==> config.mk <==
export PLATFORM = sky130hd
export DESIGN_NAME = lsu_flat
export DESIGN_NICKNAME = d
export VERILOG_FILES = /design/src/rtl/lsu_if.sv /design/src/rtl/lsu.sv /design/src/flat_wrapper.sv
export SDC_FILE = /design/constraint.sdc
export NUM_CORES = 1
export LEC_CHECK = 0
export BUFFER_PORTS_ARGS = -buffer_cell sky130_fd_sc_hd__buf_2
export CORE_MARGIN = 2
export CORE_UTILIZATION = 33
export CTS_CLUSTER_DIAMETER = 30
export DETAILED_ROUTE_END_ITERATION = 7
export REMOVE_ABC_BUFFERS = 1
export SLEW_MARGIN = 5
export SYNTH_ARGS = -nofsm -noshare
export SYNTH_HDL_FRONTEND = slang
export SYNTH_SLANG_ARGS = --single-unit
==> constraint.sdc <==
create_clock -name i_clk -period 1.8 [get_ports i_clk]
set_clock_uncertainty 0.1 [all_clocks]
set_input_delay 0 -clock i_clk [delete_from_list [all_inputs] [get_ports i_clk]]
set_output_delay 0 -clock i_clk [all_outputs]
set_load 0.02 [all_outputs]
==> src/rtl/lsu_if.sv <==
// Core-side and memory-side signals of the load/store unit, bundled so the
// LSU and its environment connect through a single port.
interface lsu_if;
    logic        i_valid;
    logic        i_ld_en;
    logic        i_st_en;
    logic [2:0]  i_funct3;
    logic [31:0] i_addr;
    logic [31:0] i_st_data;
    logic        o_busy;
    logic        o_done;
    logic [31:0] o_ld_data;
    logic [1:0]  o_err;
    logic        o_mem_req;
    logic        o_mem_we;
    logic [29:0] o_mem_addr;
    logic [3:0]  o_mem_be;
    logic [31:0] o_mem_wdata;
    logic        i_mem_ack;
    logic [31:0] i_mem_rdata;

    modport slave (
        input  i_valid, i_ld_en, i_st_en, i_funct3, i_addr, i_st_data,
        input  i_mem_ack, i_mem_rdata,
        output o_busy, o_done, o_ld_data, o_err,
        output o_mem_req, o_mem_we, o_mem_addr, o_mem_be, o_mem_wdata
    );

    modport master (
        output i_valid, i_ld_en, i_st_en, i_funct3, i_addr, i_st_data,
        output i_mem_ack, i_mem_rdata,
        input  o_busy, o_done, o_ld_data, o_err,
        input  o_mem_req, o_mem_we, o_mem_addr, o_mem_be, o_mem_wdata
    );
endinterface

==> src/rtl/lsu.sv <==
// RV32I load/store unit: one req/ack data-memory transaction per load or store,
// with byte-lane steering, load extension, alignment/legality checks and a bus timeout.
module lsu #(
    parameter int unsigned TIMEOUT = 16
) (
    input logic  i_clk,
    input logic  i_rst,
    lsu_if.slave bus
);
    localparam int unsigned CNT_W = (TIMEOUT > 1) ? $clog2(TIMEOUT) : 1;
    localparam logic [CNT_W-1:0] CNT_LAST = CNT_W'(TIMEOUT - 1);

    typedef enum logic [1:0] {IDLE, REQ, DONE} state_t;

    state_t             state, state_next;
    logic [CNT_W-1:0]   cnt, cnt_next;
    logic               done_q, req_q, we_q;
    logic [1:0]         err_q, err_next;
    logic [31:0]        ld_data_q, ld_data_next;
    logic [29:0]        addr_q;
    logic [3:0]         be_q, be_calc;
    logic [31:0]        wdata_q, wdata_calc, ld_ext;
    logic [2:0]         f3_q;
    logic [1:0]         off_q;
    logic               single_op, both_op, legal, misaligned, capture;
    logic [7:0]         lane_b;
    logic [15:0]        lane_h;

    assign single_op = bus.i_valid && (bus.i_ld_en ^ bus.i_st_en);
    assign both_op   = bus.i_valid && bus.i_ld_en && bus.i_st_en;

    // Decode of the incoming request, evaluated only in IDLE.
    always_comb begin
        // NOTE: every always_comb output gets a default first so no latch is inferred.
        legal      = 1'b0;
        misaligned = 1'b0;
        be_calc    = 4'b1111;
        wdata_calc = bus.i_st_data;
        unique case (bus.i_funct3)
            3'b000, 3'b001, 3'b010: legal = 1'b1;
            3'b100, 3'b101:         legal = bus.i_ld_en;
            default:                legal = 1'b0;
        endcase
        unique case (bus.i_funct3[1:0])
            2'b00: begin
                be_calc    = 4'b0001 << bus.i_addr[1:0];
                wdata_calc = {4{bus.i_st_data[7:0]}};
            end
            2'b01: begin
                be_calc    = 4'b0011 << bus.i_addr[1:0];
                wdata_calc = {2{bus.i_st_data[15:0]}};
                misaligned = bus.i_addr[0];
            end
            default: misaligned = (bus.i_addr[1:0] != 2'b00);
        endcase
    end

    // Lane select and extension of the returned word, using the captured offset.
    always_comb begin
        lane_b = bus.i_mem_rdata[8*off_q +: 8];
        lane_h = bus.i_mem_rdata[16*off_q[1] +: 16];
        unique case (f3_q)
            3'b000:  ld_ext = {{24{lane_b[7]}}, lane_b};
            3'b001:  ld_ext = {{16{lane_h[15]}}, lane_h};
            3'b100:  ld_ext = {24'h0, lane_b};
            3'b101:  ld_ext = {16'h0, lane_h};
            default: ld_ext = bus.i_mem_rdata;
        endcase
    end

    always_comb begin
        state_next   = state;
        cnt_next     = cnt;
        err_next     = err_q;
        ld_data_next = ld_data_q;
        capture      = 1'b0;
        unique case (state)
            IDLE: begin
                if (single_op) begin
                    capture      = 1'b1;
                    cnt_next     = '0;
                    ld_data_next = 32'h0;
                    if (!legal) begin
                        state_next = DONE;
                        err_next   = 2'b10;
                    end else if (misaligned) begin
                        state_next = DONE;
                        err_next   = 2'b01;
                    end else begin
                        state_next = REQ;
                    end
                end else if (both_op) begin
                    state_next   = DONE;
                    err_next     = 2'b10;
                    ld_data_next = 32'h0;
                end
            end
            REQ: begin
                cnt_next = cnt + CNT_W'(1);
                // Ack is checked first so it wins over a same-cycle timeout.
                if (bus.i_mem_ack) begin
                    state_next   = DONE;
                    err_next     = 2'b00;
                    ld_data_next = we_q ? 32'h0 : ld_ext;
                end else if (TIMEOUT != 0 && cnt == CNT_LAST) begin
                    state_next   = DONE;
                    err_next     = 2'b11;
                    ld_data_next = 32'h0;
                end
            end
            DONE:    state_next = IDLE;
            default: state_next = IDLE;
        endcase
    end

    always_ff @(posedge i_clk) begin
        // NOTE: sequential state uses non-blocking assignments so all flops update together.
        if (i_rst) begin
            state     <= IDLE;
            cnt       <= '0;
            done_q    <= 1'b0;
            req_q     <= 1'b0;
            err_q     <= 2'b00;
            ld_data_q <= 32'h0;
            we_q      <= 1'b0;
            addr_q    <= 30'h0;
            be_q      <= 4'h0;
            wdata_q   <= 32'h0;
            f3_q      <= 3'b000;
            off_q     <= 2'b00;
        end else begin
            state     <= state_next;
            cnt       <= cnt_next;
            done_q    <= (state_next == DONE);
            req_q     <= (state_next == REQ);
            err_q     <= err_next;
            ld_data_q <= ld_data_next;
            if (capture) begin
                we_q    <= bus.i_st_en;
                addr_q  <= bus.i_addr[31:2];
                be_q    <= be_calc;
                wdata_q <= wdata_calc;
                f3_q    <= bus.i_funct3;
                off_q   <= bus.i_addr[1:0];
            end
        end
    end

    assign bus.o_busy      = (state == REQ) || (state == IDLE && (single_op || both_op));
    assign bus.o_done      = done_q;
    assign bus.o_ld_data   = ld_data_q;
    assign bus.o_err       = err_q;
    assign bus.o_mem_req   = req_q;
    assign bus.o_mem_we    = we_q;
    assign bus.o_mem_addr  = addr_q;
    assign bus.o_mem_be    = be_q;
    assign bus.o_mem_wdata = wdata_q;
endmodule

==> src/flat_wrapper.sv <==
// flat-port wrapper written by rule: the top's interface ports become plain ports
module lsu_flat 
#(
    parameter int unsigned TIMEOUT = 16
)
  (i_clk, i_rst, bus_i_valid, bus_i_ld_en, bus_i_st_en, bus_i_funct3, bus_i_addr, bus_i_st_data, bus_i_mem_ack, bus_i_mem_rdata, bus_o_busy, bus_o_done, bus_o_ld_data, bus_o_err, bus_o_mem_req, bus_o_mem_we, bus_o_mem_addr, bus_o_mem_be, bus_o_mem_wdata);
  lsu_if bus_i ();
  input logic i_clk;
  input logic i_rst;
  input wire logic [$bits(bus_i.i_valid)-1:0] bus_i_valid;
  input wire logic [$bits(bus_i.i_ld_en)-1:0] bus_i_ld_en;
  input wire logic [$bits(bus_i.i_st_en)-1:0] bus_i_st_en;
  input wire logic [$bits(bus_i.i_funct3)-1:0] bus_i_funct3;
  input wire logic [$bits(bus_i.i_addr)-1:0] bus_i_addr;
  input wire logic [$bits(bus_i.i_st_data)-1:0] bus_i_st_data;
  input wire logic [$bits(bus_i.i_mem_ack)-1:0] bus_i_mem_ack;
  input wire logic [$bits(bus_i.i_mem_rdata)-1:0] bus_i_mem_rdata;
  output wire logic [$bits(bus_i.o_busy)-1:0] bus_o_busy;
  output wire logic [$bits(bus_i.o_done)-1:0] bus_o_done;
  output wire logic [$bits(bus_i.o_ld_data)-1:0] bus_o_ld_data;
  output wire logic [$bits(bus_i.o_err)-1:0] bus_o_err;
  output wire logic [$bits(bus_i.o_mem_req)-1:0] bus_o_mem_req;
  output wire logic [$bits(bus_i.o_mem_we)-1:0] bus_o_mem_we;
  output wire logic [$bits(bus_i.o_mem_addr)-1:0] bus_o_mem_addr;
  output wire logic [$bits(bus_i.o_mem_be)-1:0] bus_o_mem_be;
  output wire logic [$bits(bus_i.o_mem_wdata)-1:0] bus_o_mem_wdata;
  assign bus_i.i_valid = bus_i_valid;
  assign bus_i.i_ld_en = bus_i_ld_en;
  assign bus_i.i_st_en = bus_i_st_en;
  assign bus_i.i_funct3 = bus_i_funct3;
  assign bus_i.i_addr = bus_i_addr;
  assign bus_i.i_st_data = bus_i_st_data;
  assign bus_i.i_mem_ack = bus_i_mem_ack;
  assign bus_i.i_mem_rdata = bus_i_mem_rdata;
  assign bus_o_busy = bus_i.o_busy;
  assign bus_o_done = bus_i.o_done;
  assign bus_o_ld_data = bus_i.o_ld_data;
  assign bus_o_err = bus_i.o_err;
  assign bus_o_mem_req = bus_i.o_mem_req;
  assign bus_o_mem_we = bus_i.o_mem_we;
  assign bus_o_mem_addr = bus_i.o_mem_addr;
  assign bus_o_mem_be = bus_i.o_mem_be;
  assign bus_o_mem_wdata = bus_i.o_mem_wdata;
  lsu #(.TIMEOUT(TIMEOUT)) u_core (.i_clk(i_clk), .i_rst(i_rst), .bus(bus_i));
endmodule
---- Word-level counts from Yosys, hierarchy flattened ----
Cells that the tools add are included.
Widths: inputs -> output; s select.
cells by class
  shift operators ......................... 4
  reductions and logical operators ........ 17
  equal/unequal tests ..................... 16
  muxes and demuxes ....................... 29
  bitwise operators ....................... 1
  $add $sub $neg .......................... 1
operators with widths
  operator             count
  $mux 32              5
  $pmux 32 s2          2
  $pmux 32 s4          1
  $shiftx 32x6->16     1
  $shiftx 32x6->8      1
  $mux 2               12
  $pmux 4 s2           2
  $eq 3x3->1 const B   4
  $pmux 2 s2           2
  $eq 2x1->1 const B   3
  $eq 3x1->1 const B   2
  $logic_not 3->1      2
  $add 4x1->4 const B  1
  $eq 4x4->1 const B   1
  $logic_and 1x1->1    4
  $logic_not 2->1      2
  $mux 4               1
  $ne 4x4->1 const B   1
  $pmux 1 s2           2
  $reduce_and 4->1     1
  $reduce_bool 2->1    2
  $shl 1x2->4 const A  1
  $shl 2x2->4 const A  1
  $eq 3x2->1 const B   1
  other kinds (11)     13
word-level totals
  bits in registers ....................... 114
  logic and storage cells ................. 80
  output and inout port bits .............. 104
  input bits .............................. 105

---- Longest topological paths before layout ----
  depth in word-level cells ............... 7
  gate-level depth with buffers ........... 8
  depth with buffers taken out ............ 6

---- Worst setup path after synthesis ----
Ideal clock, no wire load.
  path type ............................... register to register
  start ................................... register u_core.cnt[0]
  end ..................................... register u_core.ld_data_q[10] (netlist: u_core.bus.o_ld_data[10])
  setup time .............................. 0.117 ns
  path buffers ............................ 2
  cell stages (with the launch flop) ...... 8
  path slack .............................. 0.039 ns
  required time ........................... 1.583 ns
  clock period less this slack ............ 1.761 ns
  data arrival time ....................... 1.545 ns
  cell sequence ........................... dfxtp_1 ha_1 a31oi_1 a2bb2oi_4 and2b_1 buf_4 buf_4 a22o_1
on the way
  word-level cells in the longest chain between the ends .. 3
RTL lines
  item                               line        RTL
  from (decl)                        lsu.sv:16   logic [CNT_W-1:0] cnt, cnt_next;
  from (signal assigned)             lsu.sv:133  cnt <= cnt_next;
  $eq 4x4->1                         lsu.sv:105  end else if (TIMEOUT != 0 && cnt == CNT_LAST) begin
  $ne 3x2->1 (no source line)        --
  $reduce_and 3->1 (no source line)  --
  to (signal assigned)               lsu.sv:137  ld_data_q <= ld_data_next;
  to (decl)                          lsu.sv:19   logic [31:0] ld_data_q, ld_data_next;
No other way between the ends.
A chain may end at the register's enable or synchronous reset.

---- Worst setup path after layout ----
  start ................................... register u_core.off_q[1]
  end ..................................... register u_core.ld_data_q[14] (netlist: u_core.bus.o_ld_data[14])
on the way
  word-level cells in the longest chain between the ends .. 5
  elaborated cells between the ends (all ways) .. 6
  those cells by class .................... shift: 2; mux: 4
RTL lines
  item                                                        line                  RTL
  from (decl)                                                 lsu.sv:24             logic [1:0] off_q;
  from (signal assigned)                                      lsu.sv:144            off_q <= bus.i_addr[1:0];
  $shiftx 32x6->16 / $shiftx 32x6->8 (equally long branches)  lsu.sv:61, lsu.sv:60
  $pmux 32 s4 (*)                                             lsu.sv:62             unique case (f3_q)
  $mux 32 (*)                                                 lsu.sv:104            ld_data_next = we_q ? 32'h0 : ld_ext;
  $mux 32 (*)                                                 lsu.sv:101            if (bus.i_mem_ack) begin
  $pmux 32 s2 (*)                                             lsu.sv:77             unique case (state)
Mark *: on every way between the ends. The rest lies on a longest branch, timed or not.

==> flow_metrics.tcl <==
set metrics [dict create \
    clk_latency_ps 420 \
    synth_compound_gate_area_share_pct 24.5 \
    clock-root-buffer "clkbuf_16" \
    place_hpwl_um 11200 \
    place.gp.congestion 0.834 \
    synthArstFlopShare_pct 0 \
    min-delay-start "i_rst" \
    grt_pass1_vias 5418 \
    setup_viol 0 \
    reg2reg_depth 5 \
    p_seq_share_pct 36.6 \
    die_x_um 126 \
    postCtsSetupRepairBufs 0 \
    netlist_instances 605 \
    postPlaceCellArea_um2 6210 \
    setup_tns_ps 0 \
    crit_required_ps 2010 \
    numClockSinks 114 \
    p_sw_mw 2.00 \
    routed_wl_um 16800 \
    p_leak_nw 3.48 \
    stdcell_area_um2 7880 \
    min_path_type "input port to flip-flop" \
    arrival_ps 1920 \
    crit_path_end_kind "flip-flop" \
    wl_per_cell_um 15.2 \
    rr_endpoint "u_core.bus.o_ld_data[14]$_SDFFE_PP0P_" \
    detail-route-antenna-nets 0 \
    period_minus_slack_ps 1710 \
    die_h_um 126 \
    synth_top_area_share_pct 46.6 \
    synth_area_um2 4900 \
    hold_depth 4 \
    hold_end "u_core.bus.o_ld_data[31]$_SDFFE_PP0P_" \
    dieArea_um2 15800 \
    comb_power_share_pct 17.2 \
    vias 5504 \
    synth_cell_types 49 \
    start_util_pct 33.7 \
    grtUsageTotal_pct 21.1 \
    fmax_mhz 583 \
    internal-power_mw 5.43 \
    numCtsBuffers 17 \
    synth_xor_xnor_area_share_pct 0.179 \
    grt_pass1_wl_um 27100 \
    worst_slew_pin_slew_ps 649 \
    design.core.area_um2 14500 \
    detailedRoute.firstIterationViolations 343 \
    area_delta_synth_final_pct 60.8 \
    max_cap_violations 0 \
    nFillCells 1309 \
    vias_per_cell 4.95 \
    outcome "completed" \
    worstPathMaxFanout 7 \
    crit_type "flip-flop to flip-flop" \
    slew_violations 0 \
    clockPowerShare_pct 46.2 \
    fin_crit_sh_pct 95.2 \
    place_ws_ps 51.8 \
    cts_max_level 4 \
    synth_mux_area_share_pct 5.39 \
    slew_headroom_pct 56.8 \
    drive_above_1_share_pct 30.3 \
    row_count 44 \
    post-route-drc-count 0 \
    max-vdd-ir-drop_v 0.000612 \
    fin_nets 1020 \
    ys.flop_type "dfxtp_1" \
    synth_top_family_by_area "compound AO/OA/AOI/OAI gates" \
    ioPinCount 209 \
    worst_slack_ps 86.1 \
    grt_remaining_overflow 0 \
    cellPowerDensity_nw_per_um2 943 \
    final_cell_mix "buf_2 (208), nand2_1 (141), dfxtp_1 (112)" \
    regArea_um2 2290 \
    startpoint_type "flip-flop" \
    ff2ff_setup_slack_ps 90 \
    drt_first_pass_iters 5 \
    synthTopCellsByArea "dfxtp_1 (47%), nand2_1 (11%), a21oi_1 (9.5%)" \
    p_sw_share_pct 27.0 \
    synth_top_cell_by_area "dfxtp_1" \
    synth-adder-area-share_pct 0.255 \
    ys_ff_latch 114 \
    synth_edf_count 0 \
    ys.warnings.count 0 \
    antenna_found_initial 1 \
    grt_max_degree 60 \
    num_antenna_cells 0 \
    final_common_cell "buf_2" \
    port_buffers 208 \
    cts_tree "built" \
    finalHoldViolCount 0 \
    cts_max_path_buffers 2 \
    multiInputGateArea_um2 2400 \
    synth-seq-area-share_pct 46.6 \
    startpoint "u_core.off_q[1]$_SDFFE_PP0P_" \
    synth_simple_gate_area_share_pct 18.2 \
    reg2reg_from "u_core.off_q[1]$_SDFFE_PP0P_" \
    rsz0062_at_grt "false" \
    cts.reportedPaths.clkPinSlew_ps 50 \
    postSynthAreaPerCell_um2 8.10 \
]
==> layer usage <==
metal	vias up	wire, um	track usage (%)
li1	2737	-	-
met1	2506	7220	25.4
met2	231	7780	34.8
met3	28	1490	7.43
met4	2	333	7.69
met5	-	14	0
==> stage by stage <==
stage | hold WS (ps) | std cells | util (%) | power [mW]
6_report | 23.7 | 1111 | 54.2 | 7.44
5_1_grt | 40.4 | 1111 | 54.2 | 7.75
3_5_place_dp | 147 | 975 | 42.7 | 3.86
3_3_place_gp | 142 | 975 | 42.7 | 3.86
2_1_floorplan | -30.9 | 556 | - | 3.35
4_1_cts | 16.2 | 1111 | 54.1 | 7.50
==> worst max-delay path by stage <==
stage | endpoint | slack, ps
floorplan | u_core.bus.o_mem_be[1]$_SDFFE_PP0P_ | -2640
CTS | u_core.bus.o_ld_data[12]$_SDFFE_PP0P_ | 30
detailed placement | u_core.bus.o_ld_data[13]$_SDFFE_PP0P_ | 50
finish | u_core.bus.o_ld_data[14]$_SDFFE_PP0P_ | 90
global placement | u_core.bus.o_ld_data[10]$_SDFFE_PP0P_ | 80
global route | u_core.bus.o_ld_data[1]$_SDFFE_PP0P_ | 0.2
==> cell families after synthesis <==
group / after synthesis
AO/OA/AOI/OAI: 195
AND/OR/NAND/NOR: 215
multiplexers: 25
XOR/XNOR: 1
adder cells (fa/ha/maj): 1
flip-flops: 114
buffers and inverters: 54
==> flip-flops by register name, summed over array words and instances, names as in the netlist, 2 cells and up <==
name	cells
u_core.bus.o_ld_data	32
u_core.cnt	4
u_core.bus.o_mem_wdata	32
u_core.bus.o_mem_addr	30
u_core.f3_q	3
u_core.state	2
u_core.bus.o_err	2
u_core.bus.o_mem_be	4
u_core.off_q	2
==> power by group through the flow <==
stage	Combinational, mW	Sequential, mW	Clock (mW)
global route	1.40	2.74	3.62
floorplan	0.417	2.93	0
finish	1.28	2.72	3.44
global placement	1.09	2.77	0
CTS	1.27	2.72	3.51
detailed placement	1.09	2.77	0
==> timing repair <==
action | in CTS | in global routing
hold buffers | 104 | 1
endpoints found under the hold margin | 107 | 1
setup endpoints to repair | 0 | 33
gates resized for setup | 0 | 8
==> cell type report <==
cell class	count	share of cell area [%]
clock buffers	20	5.67
well taps	184	2.92
flip-flops and latches	114	29.0
multi-input cells	437	30.5
clock inverters	12	2.02
repair buffers	339	29.7
inverters	5	0.254
==> cell usage after synthesis, drive strengths merged (2+ instances only) <==
library cell / count
o22ai: 14
clkinv: 2
nand2: 141
nor2: 44
o211ai: 9
nor3b: 2
a22o: 7
clkbuf: 24
buf: 25
inv: 3
nand2b: 6
a221oi: 5
nor2b: 5
dfxtp: 114
a2bb2oi: 5
mux2i: 23
a21oi: 93
and2b: 2
o221ai: 2
nand3: 3
a211oi: 10
a311oi: 8
nand3b: 2
nor3: 7
o21ai: 34
==> worst max-delay path: stages, from the launching register on <==
cell and delay (ps):
dfxtp_4 370, mux4_2 520, clkinv_2 70, nor2_1 40, o31a_4 310, a22o_1 190
Note: power is estimated with default switching activity, not from simulation.
